==> src/rtl/lsu_pkg.sv <==
// Shared types and helpers for the byte-serial load/store unit.
// Size encodings, FSM states and byte-count lookup.
package lsu_pkg;

  localparam int BYTE_W = 8;

  typedef enum logic [1:0] {
    SZ_BYTE = 2'b00,
    SZ_HALF = 2'b01,
    SZ_WORD = 2'b10,
    SZ_RSVD = 2'b11
  } size_e;

  typedef enum logic [1:0] {
    IDLE,
    ACCESS,
    RESP
  } lsu_state_e;

  function automatic logic [2:0] size_to_bytes(size_e s);
    logic [2:0] n;
    unique case (s)
      SZ_HALF: n = 3'd2;
      SZ_WORD: n = 3'd4;
      default: n = 3'd1;
    endcase
    return n;
  endfunction

endpackage

==> src/rtl/lsu_load_extend.sv <==
// Sign/zero extension of an assembled little-endian load word.
// Purely combinational; word-size loads pass through unchanged.
module lsu_load_extend
  import lsu_pkg::*;
#(
  parameter int XLEN = 32
) (
  input  logic [31:0]     word,
  input  size_e           size,
  input  logic            zero_ext,
  output logic [XLEN-1:0] data
);

  logic sb;
  logic sh;

  assign sb = ~zero_ext & word[7];
  assign sh = ~zero_ext & word[15];

  always_comb begin
    data = '0;
    unique case (size)
      SZ_BYTE: data = {{(XLEN-8){sb}}, word[7:0]};
      SZ_HALF: data = {{(XLEN-16){sh}}, word[15:0]};
      default: data = XLEN'(word);
    endcase
  end

endmodule

==> src/rtl/lsu_byte_serial.sv <==
// Load/store unit serialising byte/half/word requests onto a byte RAM.
// Define LSU_MISALIGN_TRAP_EN to reject misaligned half/word requests.
module lsu_byte_serial
  import lsu_pkg::*;
#(
  parameter int ADDRESS_WIDTH = 8,
  parameter int XLEN          = 32
) (
  input  logic                     clk,
  input  logic                     rst_n,
  input  logic                     req_valid,
  output logic                     req_ready,
  input  logic                     req_we,
  input  logic [1:0]               req_size,
  input  logic                     req_unsigned,
  input  logic [XLEN-1:0]          req_addr,
  input  logic [XLEN-1:0]          req_wdata,
  output logic                     resp_valid,
  output logic [XLEN-1:0]          resp_rdata,
  output logic                     resp_err,
  output logic                     ram_rd_en,
  output logic [ADDRESS_WIDTH-1:0] ram_rd_addr,
  input  logic [7:0]               ram_dout,
  output logic                     ram_wr_en,
  output logic [ADDRESS_WIDTH-1:0] ram_wr_addr,
  output logic [7:0]               ram_din
);

  lsu_state_e               state;
  logic                     we;
  size_e                    size;
  logic                     zero_ext;
  logic [ADDRESS_WIDTH-1:0] base;
  logic [31:0]              wdata;
  logic [31:0]              data;
  logic [1:0]               cnt;

  size_e                    req_sz;
  logic                     misalign;
  logic                     req_err;
  logic                     last;
  logic [ADDRESS_WIDTH-1:0] addr;
  logic [31:0]              data_next;
  logic [XLEN-1:0]          ext_data;
  logic                     unused_addr;

  assign req_sz = size_e'(req_size);
  assign unused_addr = ^req_addr[XLEN-1:ADDRESS_WIDTH];

`ifdef LSU_MISALIGN_TRAP_EN
  assign misalign =
    (req_sz == SZ_HALF && req_addr[0]) ||
    (req_sz == SZ_WORD && req_addr[1:0] != 2'b00);
`else
  assign misalign = 1'b0;
`endif

  assign req_err = (req_sz == SZ_RSVD) || misalign;
  assign last = ({1'b0, cnt} == size_to_bytes(size) - 3'd1);

  // Address wraps naturally at the RAM size.
  assign addr = base + ADDRESS_WIDTH'(cnt);

  assign ram_rd_en   = (state == ACCESS) && !we;
  assign ram_wr_en   = (state == ACCESS) && we;
  assign ram_rd_addr = addr;
  assign ram_wr_addr = addr;
  assign ram_din     = wdata[{cnt, 3'b000} +: BYTE_W];

  // Merge the byte arriving this cycle so the last one is extended too.
  always_comb begin
    data_next = data;
    data_next[{cnt, 3'b000} +: BYTE_W] = ram_dout;
  end

  lsu_load_extend #(
    .XLEN(XLEN)
  ) u_ext (
    .word    (data_next),
    .size    (size),
    .zero_ext(zero_ext),
    .data    (ext_data)
  );

  always_ff @(posedge clk or negedge rst_n) begin
    if (!rst_n) begin
      state      <= IDLE;
      req_ready  <= 1'b1;
      resp_valid <= 1'b0;
      resp_rdata <= '0;
      resp_err   <= 1'b0;
      we         <= 1'b0;
      size       <= SZ_BYTE;
      zero_ext   <= 1'b0;
      base       <= '0;
      wdata      <= '0;
      data       <= '0;
      cnt        <= '0;
    end else begin
      unique case (state)
        IDLE: begin
          if (req_valid) begin
            we        <= req_we;
            size      <= req_sz;
            zero_ext  <= req_unsigned;
            base      <= req_addr[ADDRESS_WIDTH-1:0];
            wdata     <= req_wdata[31:0];
            data      <= '0;
            cnt       <= '0;
            req_ready <= 1'b0;
            if (req_err) begin
              state      <= RESP;
              resp_valid <= 1'b1;
              resp_err   <= 1'b1;
              resp_rdata <= '0;
            end else begin
              state <= ACCESS;
            end
          end
        end
        ACCESS: begin
          if (!we) data <= data_next;
          if (last) begin
            state      <= RESP;
            resp_valid <= 1'b1;
            resp_err   <= 1'b0;
            resp_rdata <= we ? '0 : ext_data;
          end else begin
            cnt <= cnt + 2'd1;
          end
        end
        RESP: begin
          state      <= IDLE;
          resp_valid <= 1'b0;
          resp_err   <= 1'b0;
          resp_rdata <= '0;
          req_ready  <= 1'b1;
        end
        default: state <= IDLE;
      endcase
    end
  end

endmodule
==> config.mk <==
export PLATFORM = sky130hd
export DESIGN_NAME = lsu_byte_serial
export DESIGN_NICKNAME = d
export VERILOG_FILES = /design/src/rtl/lsu_pkg.sv /design/src/rtl/lsu_load_extend.sv /design/src/rtl/lsu_byte_serial.sv
export SDC_FILE = /design/constraint.sdc
export NUM_CORES = 1
export LEC_CHECK = 0
export CAP_MARGIN = 20
export CORE_ASPECT_RATIO = 0.7
export CORE_MARGIN = 2
export CORE_UTILIZATION = 53
export CTS_CLUSTER_SIZE = 12
export DETAILED_ROUTE_END_ITERATION = 10
export PLACE_DENSITY = 0.83
export RECOVER_POWER = 25
export SYNTH_ARGS = -nofsm -noshare
export SYNTH_HDL_FRONTEND = slang
export SYNTH_SLANG_ARGS = --single-unit
==> constraint.sdc <==
create_clock -name clk -period 6.8 [get_ports clk]
set_clock_uncertainty 0.15 [all_clocks]
set_input_delay 0.68 -clock clk [delete_from_list [all_inputs] [get_ports clk]]
set_output_delay 0.68 -clock clk [all_outputs]
set_load 0.02 [all_outputs]
; Word level (Yosys, flattened, before mapping)
; Index checks and enable logic that the tools add are counted.
[op_classes]
n_addsub = 4
n_bitwise = 3
reduce_logical = 14
n_shift = 3
mux = 26
eq_ne = 11
[ops]
columns = operator, n
row1 = 32-bit two-way mux, 6
row2 = 32-bit case mux with 2 select lines, 2
row3 = 32-bit case mux with 3 select lines, 1
row4 = 32-bit bitwise mux, 1
row5 = "8-bit by 7-bit variable shift with 32-bit output, first input constant", 1
row6 = 32-bit by 6-bit indexed part select with 8-bit output, 1
row7 = 8-bit by 7-bit indexed part select with 32-bit output, 1
row8 = 2-bit two-way mux, 5
row9 = "2-bit != test, second input constant", 5
row10 = 8-bit by 2-bit adder with 8-bit output, 1
row11 = 2-bit case mux with 2 select lines, 2
row12 = 5-bit negator with 7-bit output, 1
row13 = "2-bit == test, second input constant", 3
row14 = 1-bit case mux with 3 select lines, 2
row15 = 3-bit case mux with 2 select lines, 1
row16 = 2-bit AND reduction, 3
row17 = 3-bit AND reduction, 2
row18 = 1-bit two-way mux, 5
row19 = "2-bit by 1-bit == test with 1-bit output, second input constant", 2
row20 = 2-bit logical NOT, 2
row21 = 4-bit AND reduction, 1
row22 = 2-bit nonzero test, 2
row23 = 2-bit by 3-bit == test with 1-bit output, 1
row24 = 3-bit nonzero test, 1
row25 = other kinds (7), 9
[word_totals]
out_inout_bits = 61
inputBits = 79
ff_bits = 115

; Longest topological paths before layout
; Gate-level depths: netlist of the first run.
[depth]
ltp_word = 8
ltp_mapped = 10

; Hierarchy
; From an unflattened synthesis of the first run, not the netlist that was laid out.
[unflattened]
cells_unflattened = 527
hier_area_um2 = 5819.3
[by_module_without_submodules]
columns = module, area_each_um2, cells_each, instances
row1 = lsu_byte_serial, 5464.0, 460, 1
row2 = lsu_load_extend, 355.3, 67, 1

; Worst setup path after synthesis of the first run
; Ideal clock, no wire load.
[synth_path]
path_type = register to output
startpoint = register cnt[1]
endpoint = output port ram_wr_addr[6]
required_ps = 5970
stages_incl_launch_ff = 8
setup_slack_ps = 3716
t_arrival_ps = 2254
path_cell_list = dfrtp_1 clkbuf_1 inv_1 fa_1 nor2b_1 nand4_1 xnor2_1 buf_4
[synth_between]
elab_chain_len = 1
[synth_lines]
columns = item, line
row1 = from (decl), lsu_byte_serial.sv:36  ; logic [1:0] cnt;
row2 = from (signal assigned), lsu_byte_serial.sv:129  ; cnt <= cnt + 2'd1;
row3 = 8-bit by 2-bit adder with 8-bit output, lsu_byte_serial.sv:62  ; assign addr = base + ADDRESS_WIDTH'(cnt);
row4 = to (decl), lsu_byte_serial.sv:25  ; output logic [ADDRESS_WIDTH-1:0] ram_wr_addr,
; Every way passes these cells.

; Worst setup path after layout of the first run
[layout_path]
startpoint = register cnt[0]
endpoint = output port ram_rd_addr[6]
[layout_between]
elab_chain_len = 1
[layout_lines]
columns = item, line
row1 = 8-bit by 2-bit adder with 8-bit output, lsu_byte_serial.sv:62
row2 = to (decl), lsu_byte_serial.sv:22  ; output logic [ADDRESS_WIDTH-1:0] ram_rd_addr,
; Every way passes these cells.

==> run summary, run 1 <==
Largest net degree at the start of global routing: 63
Critical Path Max Stage Delay: 0.95 ns
DR vias/cell: 5.753
Final hold slack: 0.3238 ns
Slew margin rel.: -97.61%
Setup slack after layout: 2.618 ns
IO Port Bufs: 115
CTS max path bufs: 2
Post-CTS sizing: 0
Layout overhead on the synthesized area: 31.03%
Post-Syn Instances: 451
DRT iter0 DRCs: 269
CTS tree: yes
H-tree lvl count: 4
Violated checks: max-capacitance violations, max-slew violations
Post-CTS Setup Bufs: 0
Peak VDD IR: 0.0002525 V
Worst Hold Class: register to register
Main synth FF type: dfrtp_1
Met1 global-route usage: 33.52%
Fin crit share: 61.50%
Avg Synthesized Cell Area: 12.38 um^2
Grt met2 use: 36.67%
Req. time, crit path: 5.97 ns
Global Route Usage Sum: 24.26%
Static Leakage: 3.074 nW
Sequential area share after synthesis: 51.56%
Commonest cells in the netlist: dfrtp_1, mux2_2, nand2_1, o21ai_0, o2bb2ai_1
Crit path max-delay cell type: dfrtp_1
Hold-fix buffers at CTS: 0
Worst setup SP type: register
Detailed Routing Iterations Pass 1: 4
Worst-margin pin slew: 2.964 ns
CORE AREA: 0.01032 mm^2
Largest family of logic cells by synthesized area: compound AO/OA/AOI/OAI gates
Clock transition at path regs: 0.05 ns
Fin Setup TNS: 0 ns
Most common cell in the netlist: dfrtp_1
Design Area, Final: 0.007317 mm^2
Synth Area in Adders: 3.495%
Die height: 89.88 um
Die X: 126.7 um
Clock sinks: 115
Routability Congestion: 0.8293
Slew Viols, Final: 118
Setup violations, final: 0
I/O Pins: 140
Worst reg-to-reg setup slack: 3.44 ns
Final ANT Viol Nets: 0
Post-synthesis compound-gate area fraction: 16.58%
Remaining DRCs: 0
Worst skew pair latency: 0.41 ns
Initial antenna violation count: 0
Ant. Diodes: 0
Synth Register Bits: 115
CP Cell Sequence: ha_1 -> inv_1 -> fa_1 -> nor2b_1 -> nand4_1 -> xnor2_1 -> clkdlybuf4s50_1
Arr. time, crit path: 3.35 ns
First-pass GRT wire length: 21550 um
Die area: 0.01139 mm^2
Unrepaired setup endpoints after global routing: no
Kind of critical path: register to primary output
Synth Area in Simple Gates: 8.828%
CP Max Fanout: 19
Max frequency: 239.1 MHz
Fillers: 715
Placed instance count: 666
Grt ovf: 0
Yosys warning count: 0
Register area: 0.002879 mm^2
Nets: 648
Routed via count: 4021
Number of flops mapped to enable cells by yosys: 0
Placed Instance Area: 0.006671 mm^2
Power Density: 464.4 mW/mm^2
Initial Util: 54.12%
Global route hottest layer: met2
Post-synth top area cell: dfrtp_1
Post-Route WL: 13080 um
Mux cell area share after synthesis: 13.00%
Wire per inst: 18.71 um
Post-Synth XOR/XNOR Area: 1.098%
Post-DP HPWL: 8828 um
Yosys cell types: 52
CTS Buf Count: 17
Finished Layout Cells: 699
Max cap viols: 2
Area of the multi-input gates: 0.002404 mm^2
CP Capture Type: primary output
Place WS: 3.022 ns
Vias in the first global route: 4190
Fraction of layout cells with a size suffix above 1: 18.17%
Hold Fails Final Rpt: 0
Post-layout util: 70.92%
PnR Total Power: 3.398 mW
Status: complete, but fails checks
# rows: 31
Ys async rst share: 100.0%
Area share of the largest cell type after synthesis: 51.09%
Met3 Usage GRT: 7.440%
Min Tclk post-route: 4.182 ns
Ranking of synthesized cells by area: dfrtp_1, mux2_2, o2bb2ai_1
Post-synthesis net count: 545
Post-Syn Area: 0.005584 mm^2
Root buf cell: clkbuf_16
-- cell families after synthesis --
kind of cell | Yosys count
DFF | 115
buffers and inverters | 51
and+or+nand+nor | 89
adders and majority gates | 15
xor gates and xnor gates | 7
AOI/OAI and AO/OA | 117
muxes | 57
-- flip-flops by register name (all words and copies together) (netlist names) --
register / count
state: 2
resp_err: 1
req_ready: 1
wdata: 32
we: 1
resp_valid: 1
cnt: 2
zero_ext: 1
data: 32
size: 2
base: 8
resp_rdata: 32
-- routing by layer --
| layer | wire length [um] | vias up |
|---|---|---|
| li1 | - | 1842 |
| met1 | 5878 | 2041 |
| met2 | 6215 | 126 |
| met3 | 837 | 12 |
| met4 | 148 | 0 |
| met5 | 0 | - |
-- layout make-up --
class	count	area share, %
Sequential cell	115	39.35
Clock inverter	8	1.676
Multi-Input combinational cell	285	32.85
Inverter	18	0.9234
Timing Repair Buffer	117	16.09
Tap cell	132	2.257
Clock buffer	24	6.857
-- cells in the final DEF, fill, tap and decap left out, types with 13 or more instances in the layout --
cell type          n
clkdlybuf4s50_1  113
dfrtp_1          114
nor2b_1           17
a22oi_1           13
o21ai_0           26
a21oi_1           15
nand2_1           34
ha_1              14
o2bb2ai_1         23
mux2_2            44
clkbuf_16         17
inv_1             18
-- path summary, 6_finish.rpt --
check                           startpoint             end  cells after the start
min in group asynchronous            rst_n  resp_rdata[30]                      1
worst max register to register      cnt[0]  resp_rdata[31]                      6
max in group asynchronous            rst_n         data[7]                      2
worst max-delay path                cnt[0]  ram_rd_addr[6]                      7
worst min-delay path               data[3]         data[3]                      2
worst min register to register     data[3]         data[3]                      2
-- worst max-delay path, delay by kind of cell (launching register included) --
kind	cells	cell delay, ns
DFF	1	0.95
buffers and inverters	2	0.73
xor gates and xnor gates	1	0.23
and+or+nand+nor	2	0.30
adders and majority gates	2	0.73
-- report_power, final --
part | switching [mW] | internal [mW] | leakage (nW)
clock | 0.302 | 0.624 | 0.310
combinational | 0.768 | 0.684 | 1.27
sequential | 0.146 | 0.873 | 1.49
(Power assumes the default switching activity.)
==> inputs of run 2 (changes only) <==
- CORE_UTILIZATION: 53 -> 45
- PLACE_DENSITY: 0.83 -> 0.75
- clock period: 6.8 -> 3.5 ns (I/O delays scaled with it)
==> run 2 against run 1 <==
The flow now finishes without violations. Die area is 17% higher. Utilization is 11 points lower. Sequential share of layout area is 0.12 points lower. Wire length is 1.4% lower. Total power is 90% higher. Clock power is 83% higher. Critical path type unchanged. Largest cell class unchanged. Largest power group unchanged. Highest routed layer unchanged.
==> run summary, run 2 (synthesis gave the netlist of run 1 again) <==
# rows: 34 (+9.7%)
Fin crit share: 94.08%
Power Density: 880.5 mW/mm^2 (+90%)
Die area: 0.01333 mm^2 (+17%)
Wire per inst: 17.57 um (-6.1%)
Fin Setup TNS: 0 ns (unchanged)
Slew Viols, Final: 0 (-100%)
Post-CTS Setup Bufs: 0 (unchanged)
Worst r2r src: cnt[0]
Req. time, crit path: 3.00 ns (-2.97 ns)
Routed via count: 3967 (-1.3%)
Worst reg-to-reg setup slack: 0.75 ns (-2.69 ns)
Worst Setup EP: ram_wr_addr[6]
Unrepaired setup endpoints after global routing: no
CTS Buf Count: 17 (unchanged)
Nets: 654 (+0.93%)
Max cap viols: 0 (-2)
CTS tree: yes
Worst setup SP type: register
Critical Path Max Stage Delay: 0.65 ns (-0.30 ns)
Hold path cells: 2 (unchanged)
R2R Path End: resp_rdata[22]
Final ANT Viol Nets: 0 (unchanged)
Worst setup startpoint: cnt[0]
CP Cell Sequence: ha_1 -> inv_1 -> fa_1 -> nor2b_1 -> nand4_1 -> xnor2_1 -> clkdlybuf4s50_1
Worst-margin pin slew: 1.373 ns (-1.591 ns)
Vias in the first global route: 4169 (-0.50%)
Layout overhead on the synthesized area: 31.44%
Post-DP HPWL: 8981 um (+1.7%)
Peak VDD IR: 0.0008114 V (+220%)
CP Capture Type: primary output
IO Port Bufs: 115 (unchanged)
Post-Route WL: 12900 um (-1.4%)
Setup violations, final: 0 (unchanged)
H-tree lvl count: 4 (unchanged)
Global Route Usage Sum: 20.93% (-3.3 points)
Worst Hold Class: register to register
Commonest non-fill, non-tap cells in the layout: dfrtp_1, clkdlybuf4s50_1, mux2_2, nand2_1, o21ai_0
Die height: 97.20 um (+8.1%)
Arr. time, crit path: 2.79 ns (-0.56 ns)
Kind of critical path: register to primary output
Initial antenna violation count: 0 (unchanged)
Reg2Reg Depth: 6 (unchanged)
Initial Util: 45.58% (-8.5 points)
Crit path max-delay cell type: clkdlybuf4s50_1
Grt ovf: 0 (unchanged)
Clock transition at path regs: 0.05 ns (about the same)
First-pass GRT wire length: 21500 um (-0.22%)
Hold Fails Final Rpt: 0 (unchanged)
Remaining DRCs: 0 (unchanged)
Clock sinks: 115 (unchanged)
Fraction of layout cells with a size suffix above 1: 19.06% (+0.89 points)
Largest net degree at the start of global routing: 62 (-1.6%)
Ant. Diodes: 0 (unchanged)
DR vias/cell: 5.405 (-6.0%)
Met3 routed WL: 1079 um (+29%)
CORE AREA: 0.01225 mm^2 (+19%)
Worst skew pair latency: 0.40 ns (about the same)
Met2 wire length: 5660 um (-8.9%)
Slew margin rel.: 8.462% (+110 points)
CTS max path bufs: 2 (unchanged)
I/O Pins: 140 (unchanged)
Static Leakage: 3.067 nW (-0.21%)
Top Layer Used: met4
Metal-1 WL: 5954 um (+1.3%)
Detailed Routing Iterations Pass 1: 4 (unchanged)
CP bufs+invs: 2 (unchanged)
DRT iter0 DRCs: 276 (+2.6%)
Routability Congestion: 0.8111 (-2.2%)
CP Max Fanout: 9 (-10)
Die X: 137.1 um (+8.3%)
Top delay family on crit path: buffers and inverters
Min Tclk post-route: 3.293 ns
Status: complete, no violations
Post-layout util: 59.91% (-11 points)
Largest registers: data x32, resp_rdata x32, wdata x32
Root buf cell: clkbuf_16
WP depth: 7 (unchanged)
Max frequency: 303.7 MHz
==> run 2: cell types whose count changed in the layout (fill, tap and decap cells not counted) <==
cell,previous run,this run
buf_4,0,6
clkinvlp_4,0,3
clkbuf_1,3,1
clkbuf_8,5,3
clkinv_2,3,5
clkinv_4,2,0
buf_16,1,0
bufinv_16,3,2
clkbuf_4,0,1
clkdlybuf4s50_1,113,114
==> run 2: stage by stage <==
stage	hold WS, ns	instances	cell area (um^2)	setup slack [ns]	power [mW]
detailed placement	0.3095	702	6766	0.6221	4.787
global placement	0.2987	702	6766	0.6649	4.707
global route	0.3534	734	7340	0.004751	6.857
CTS	0.3258	734	7355	0.1590	6.511
finish	0.3223	734	7340	0.2072	6.462
floorplan	-0.09559	451	5584	0.7455	3.943
==> run 2: timing repair <==
item / 4_1_cts / 5_1_grt
resized for setup: 0 / 0
hold endpoints to repair: 53 / 0
hold buffers: 1 / 0
==> run 2: worst register-to-register path, delay by kind of cell (launching register included) <==
kind / cells / cell delay, ns
AOI/OAI and AO/OA: 3 / 1.15
and+or+nand+nor: 1 / 0.25
buffers and inverters: 1 / 0.16
adders and majority gates: 1 / 0.40
DFF: 1 / 0.50
==> run 2: worst min path at each step <==
stage	slack, ns	from	endpoint
finish	0.32	data[5]	data[5]
global route	0.35	data[3]	data[3]
CTS	0.33	data[5]	data[5]
detailed placement	0.31	rst_n	resp_rdata[14]
global placement	0.30	rst_n	resp_rdata[14]
floorplan	-0.1	rst_n	base[0]
==> run 2: where the power goes <==
group | switching, mW | total (mW) | leakage (nW) | internal, mW
clock network | 0.594 | 1.69 | 0.281 | 1.09
registers | 0.225 | 1.92 | 1.49 | 1.70
logic | 1.54 | 2.85 | 1.30 | 1.32
==> run 2: layout make-up <==
| type | instances | area [um^2] |
|---|---|---|
| Sequential cell | 115 | 2879 |
| Clock inverter | 10 | 107.6 |
| Fill cell | 970 | 4912 |
| Clock buffer | 21 | 470.5 |
| Multi-Input combinational cell | 285 | 2404 |
| Timing Repair Buffer | 123 | 1209 |
| Tap cell | 162 | 202.7 |
| Inverter | 18 | 67.56 |
==> run 2: per-layer routing <==
metal	GRT usage, %	vias up
met4	7.216	0
met3	8.659	20
met2	29.66	135
met1	28.91	1962
met5	0	-
li1	-	1850
==> inputs of run 3 (changes only) <==
--- a/config.mk
+++ b/config.mk
@@ -10,5 +10,5 @@
 export CORE_MARGIN = 2
 export CORE_UTILIZATION = 45
-export CTS_CLUSTER_SIZE = 12
+export CTS_CLUSTER_SIZE = 30
 export DETAILED_ROUTE_END_ITERATION = 10
 export PLACE_DENSITY = 0.75
==> constraint.sdc (replaced) <==
create_clock -name clk -period 3.5 [get_ports clk]
set_clock_uncertainty 0.15 [all_clocks]
set_input_delay 0.875 -clock clk [delete_from_list [all_inputs] [get_ports clk]]
set_output_delay 0.875 -clock clk [all_outputs]
set_load 0.02 [all_outputs]
==> run 3 against run 2 <==
The run now ends with max-capacitance violations, max-slew violations left. First-iteration DRC count fell by 36%. Register-to-register slack lost 0.04 ns. Sequential share of layout area down 0.14 points. Largest power group unchanged. Critical endpoint is now ram_rd_addr[7]. Count of clock-buffer cells in the layout grew 2. Non-clock buffer count up 2.
==> run summary, run 3 (synthesis gave the netlist of run 1 again) <==
Status: complete, but fails checks
Violated checks: max-capacitance violations, max-slew violations
Crit path max-delay cell type: clkdlybuf4s50_1
Clock sinks: 115 (unchanged)
CORE AREA: 0.01225 mm^2 (unchanged)
Most common cell after layout, fill and taps aside: dfrtp_1
Die X: 137.1 um (unchanged)
Nets: 656 (+0.31%)
Max frequency: 297.1 MHz (-2.2%)
Place WS: 0.2971 ns (-0.3250 ns)
Largest net degree at the start of global routing: 42 (-32%)
Post-CTS Setup Bufs: 0 (unchanged)
Worst setup SP type: register
Root buf cell: clkbuf_16
Worst-margin pin slew: 2.209 ns (+0.8359 ns)
CP Capture Type: primary output
Hold-fix buffers at CTS: 0 (-1)
I/O Pins: 140 (unchanged)
Top delay family on crit path: buffers and inverters
Routability Congestion: 0.8191 (+0.99%)
Kind of critical path: register to primary output
Global Route Usage Sum: 21.11% (+0.18 points)
DRT iter0 DRCs: 178 (-36%)
Layout overhead on the synthesized area: 31.91%
Detailed Routing Iterations Pass 1: 4 (unchanged)
Min Tclk post-route: 3.366 ns (+0.07279 ns)
Final hold slack: 0.3221 ns (-0.0001290 ns)
Worst setup startpoint: base[1]
Initial antenna violation count: 0 (unchanged)
H-tree lvl count: 4 (unchanged)
Worst skew pair latency: 0.40 ns (about the same)
First-pass GRT wire length: 21780 um (+1.3%)
Remaining DRCs: 0 (unchanged)
Arr. time, crit path: 2.34 ns (-0.45 ns)
Post-Route WL: 13140 um (+1.9%)
Peak VDD IR: 0.0007649 V (-5.7%)
DR vias/cell: 5.488 (+1.6%)
Fraction of layout cells with a size suffix above 1: 19.83% (+0.77 points)
CP Max Fanout: 3 (-6)
Hold Fails Final Rpt: 0 (unchanged)
Die height: 97.20 um (unchanged)
CTS max path bufs: 2 (unchanged)
Static Leakage: 3.093 nW (+0.84%)
Max cap viols: 1 (+1)
Final ANT Viol Nets: 0 (unchanged)
Power Density: 879.5 mW/mm^2 (-0.11%)
Setup slack after layout: 0.1345 ns (-0.07279 ns)
Critical Path Max Stage Delay: 0.65 ns (about the same)
Hold_sp: data[3]
# rows: 34 (unchanged)
Post-DP HPWL: 9279 um (+3.3%)
Die area: 0.01333 mm^2 (unchanged)
Initial Util: 45.58% (unchanged)
Setup violations, final: 0 (unchanged)
Fin crit share: 96.16% (+2.1 points)
Ant. Diodes: 0 (unchanged)
Fin Setup TNS: 0 ns (unchanged)
Clock transition at path regs: 0.05 ns (about the same)
Routed via count: 4045 (+2.0%)
Post-layout util: 60.12% (+0.21 points)
Vias in the first global route: 4319 (+3.6%)
Largest registers: data x32, resp_rdata x32, wdata x32
Fillers: 970 (unchanged)
Slew margin rel.: -47.26% (-56 points)
CTS tree: yes
PnR Total Power: 6.478 mW (+0.25%)
Worst Hold Class: register to register
CTS Buf Count: 17 (unchanged)
Slew Viols, Final: 42 (+42)
Worst r2r src: cnt[0]
CP bufs+invs: 1 (-1)
Commonest non-fill, non-tap cells in the layout: dfrtp_1, clkdlybuf4s50_1, mux2_2, nand2_1, o21ai_0
Wire per inst: 17.82 um (+1.4%)
CP Cell Sequence: ha_1 -> a21o_1 -> nand2_1 -> nor2_1 -> xor2_1 -> clkdlybuf4s50_1
IO Port Bufs: 115 (unchanged)
Grt ovf: 0 (unchanged)
Unrepaired setup endpoints after global routing: no
Req. time, crit path: 2.47 ns (-0.53 ns)
==> run 3: per-layer routing <==
| metal | GRT usage (%) | vias up | routed length, um |
|---|---|---|---|
| li1 | - | 1852 | - |
| met1 | 28.58 | 2019 | 5895 |
| met2 | 31.15 | 151 | 5931 |
| met3 | 7.668 | 23 | 1081 |
| met4 | 7.613 | 0 | 227 |
| met5 | 0 | - | 0 |
==> run 3: timing repair <==
action                                  in CTS  in global routing
endpoints found under the setup margin       4                  2
endpoints found under the hold margin        0                  0
gates resized for setup                      4                  5
==> run 3: worst register-to-register path, delay by kind of cell, from the launching register on <==
family	cells	cell delay (ns)
AO/OA/AOI/OAI	3	0.72
adder cells (fa/ha/maj)	1	0.41
buffers and inverters	3	0.77
flip-flops	1	0.35
AND/OR/NAND/NOR	1	0.27
==> run 3: worst paths after layout <==
kind                                       end  slack [ns]  cells after the start
worst min-delay path                   data[3]        0.32                      2
worst max register to register  resp_rdata[23]        0.71                      8
min in group asynchronous             data[14]        0.97                      1
max in group asynchronous              data[0]        0.75                      2
worst min register to register         data[3]        0.32                      2
worst max-delay path            ram_rd_addr[7]        0.13                      6
==> run 3: where the power goes <==
group	total [mW]	leakage, nW	internal, mW	switching [mW]
clock network	1.70	0.285	1.12	0.582
registers	1.92	1.49	1.70	0.225
logic	2.86	1.32	1.30	1.56
==> run 3: final cells by class <==
class,count,area (um^2),area share (%)
Clock inverter,9,102.6,1.393
Timing Repair Buffer,125,1215,16.49
Sequential cell,115,2879,39.09
Multi-Input combinational cell,285,2411,32.73
Tap cell,162,202.7,2.752
Inverter,18,67.56,0.9173
Clock buffer,23,488.0,6.625
==> run 3: through the flow <==
step / instance area (um^2) / cells
floorplan: 5584 / 451
global placement: 6789 / 705
detailed placement: 6789 / 705
CTS: 7375 / 737
global route: 7366 / 737
finish: 7366 / 737
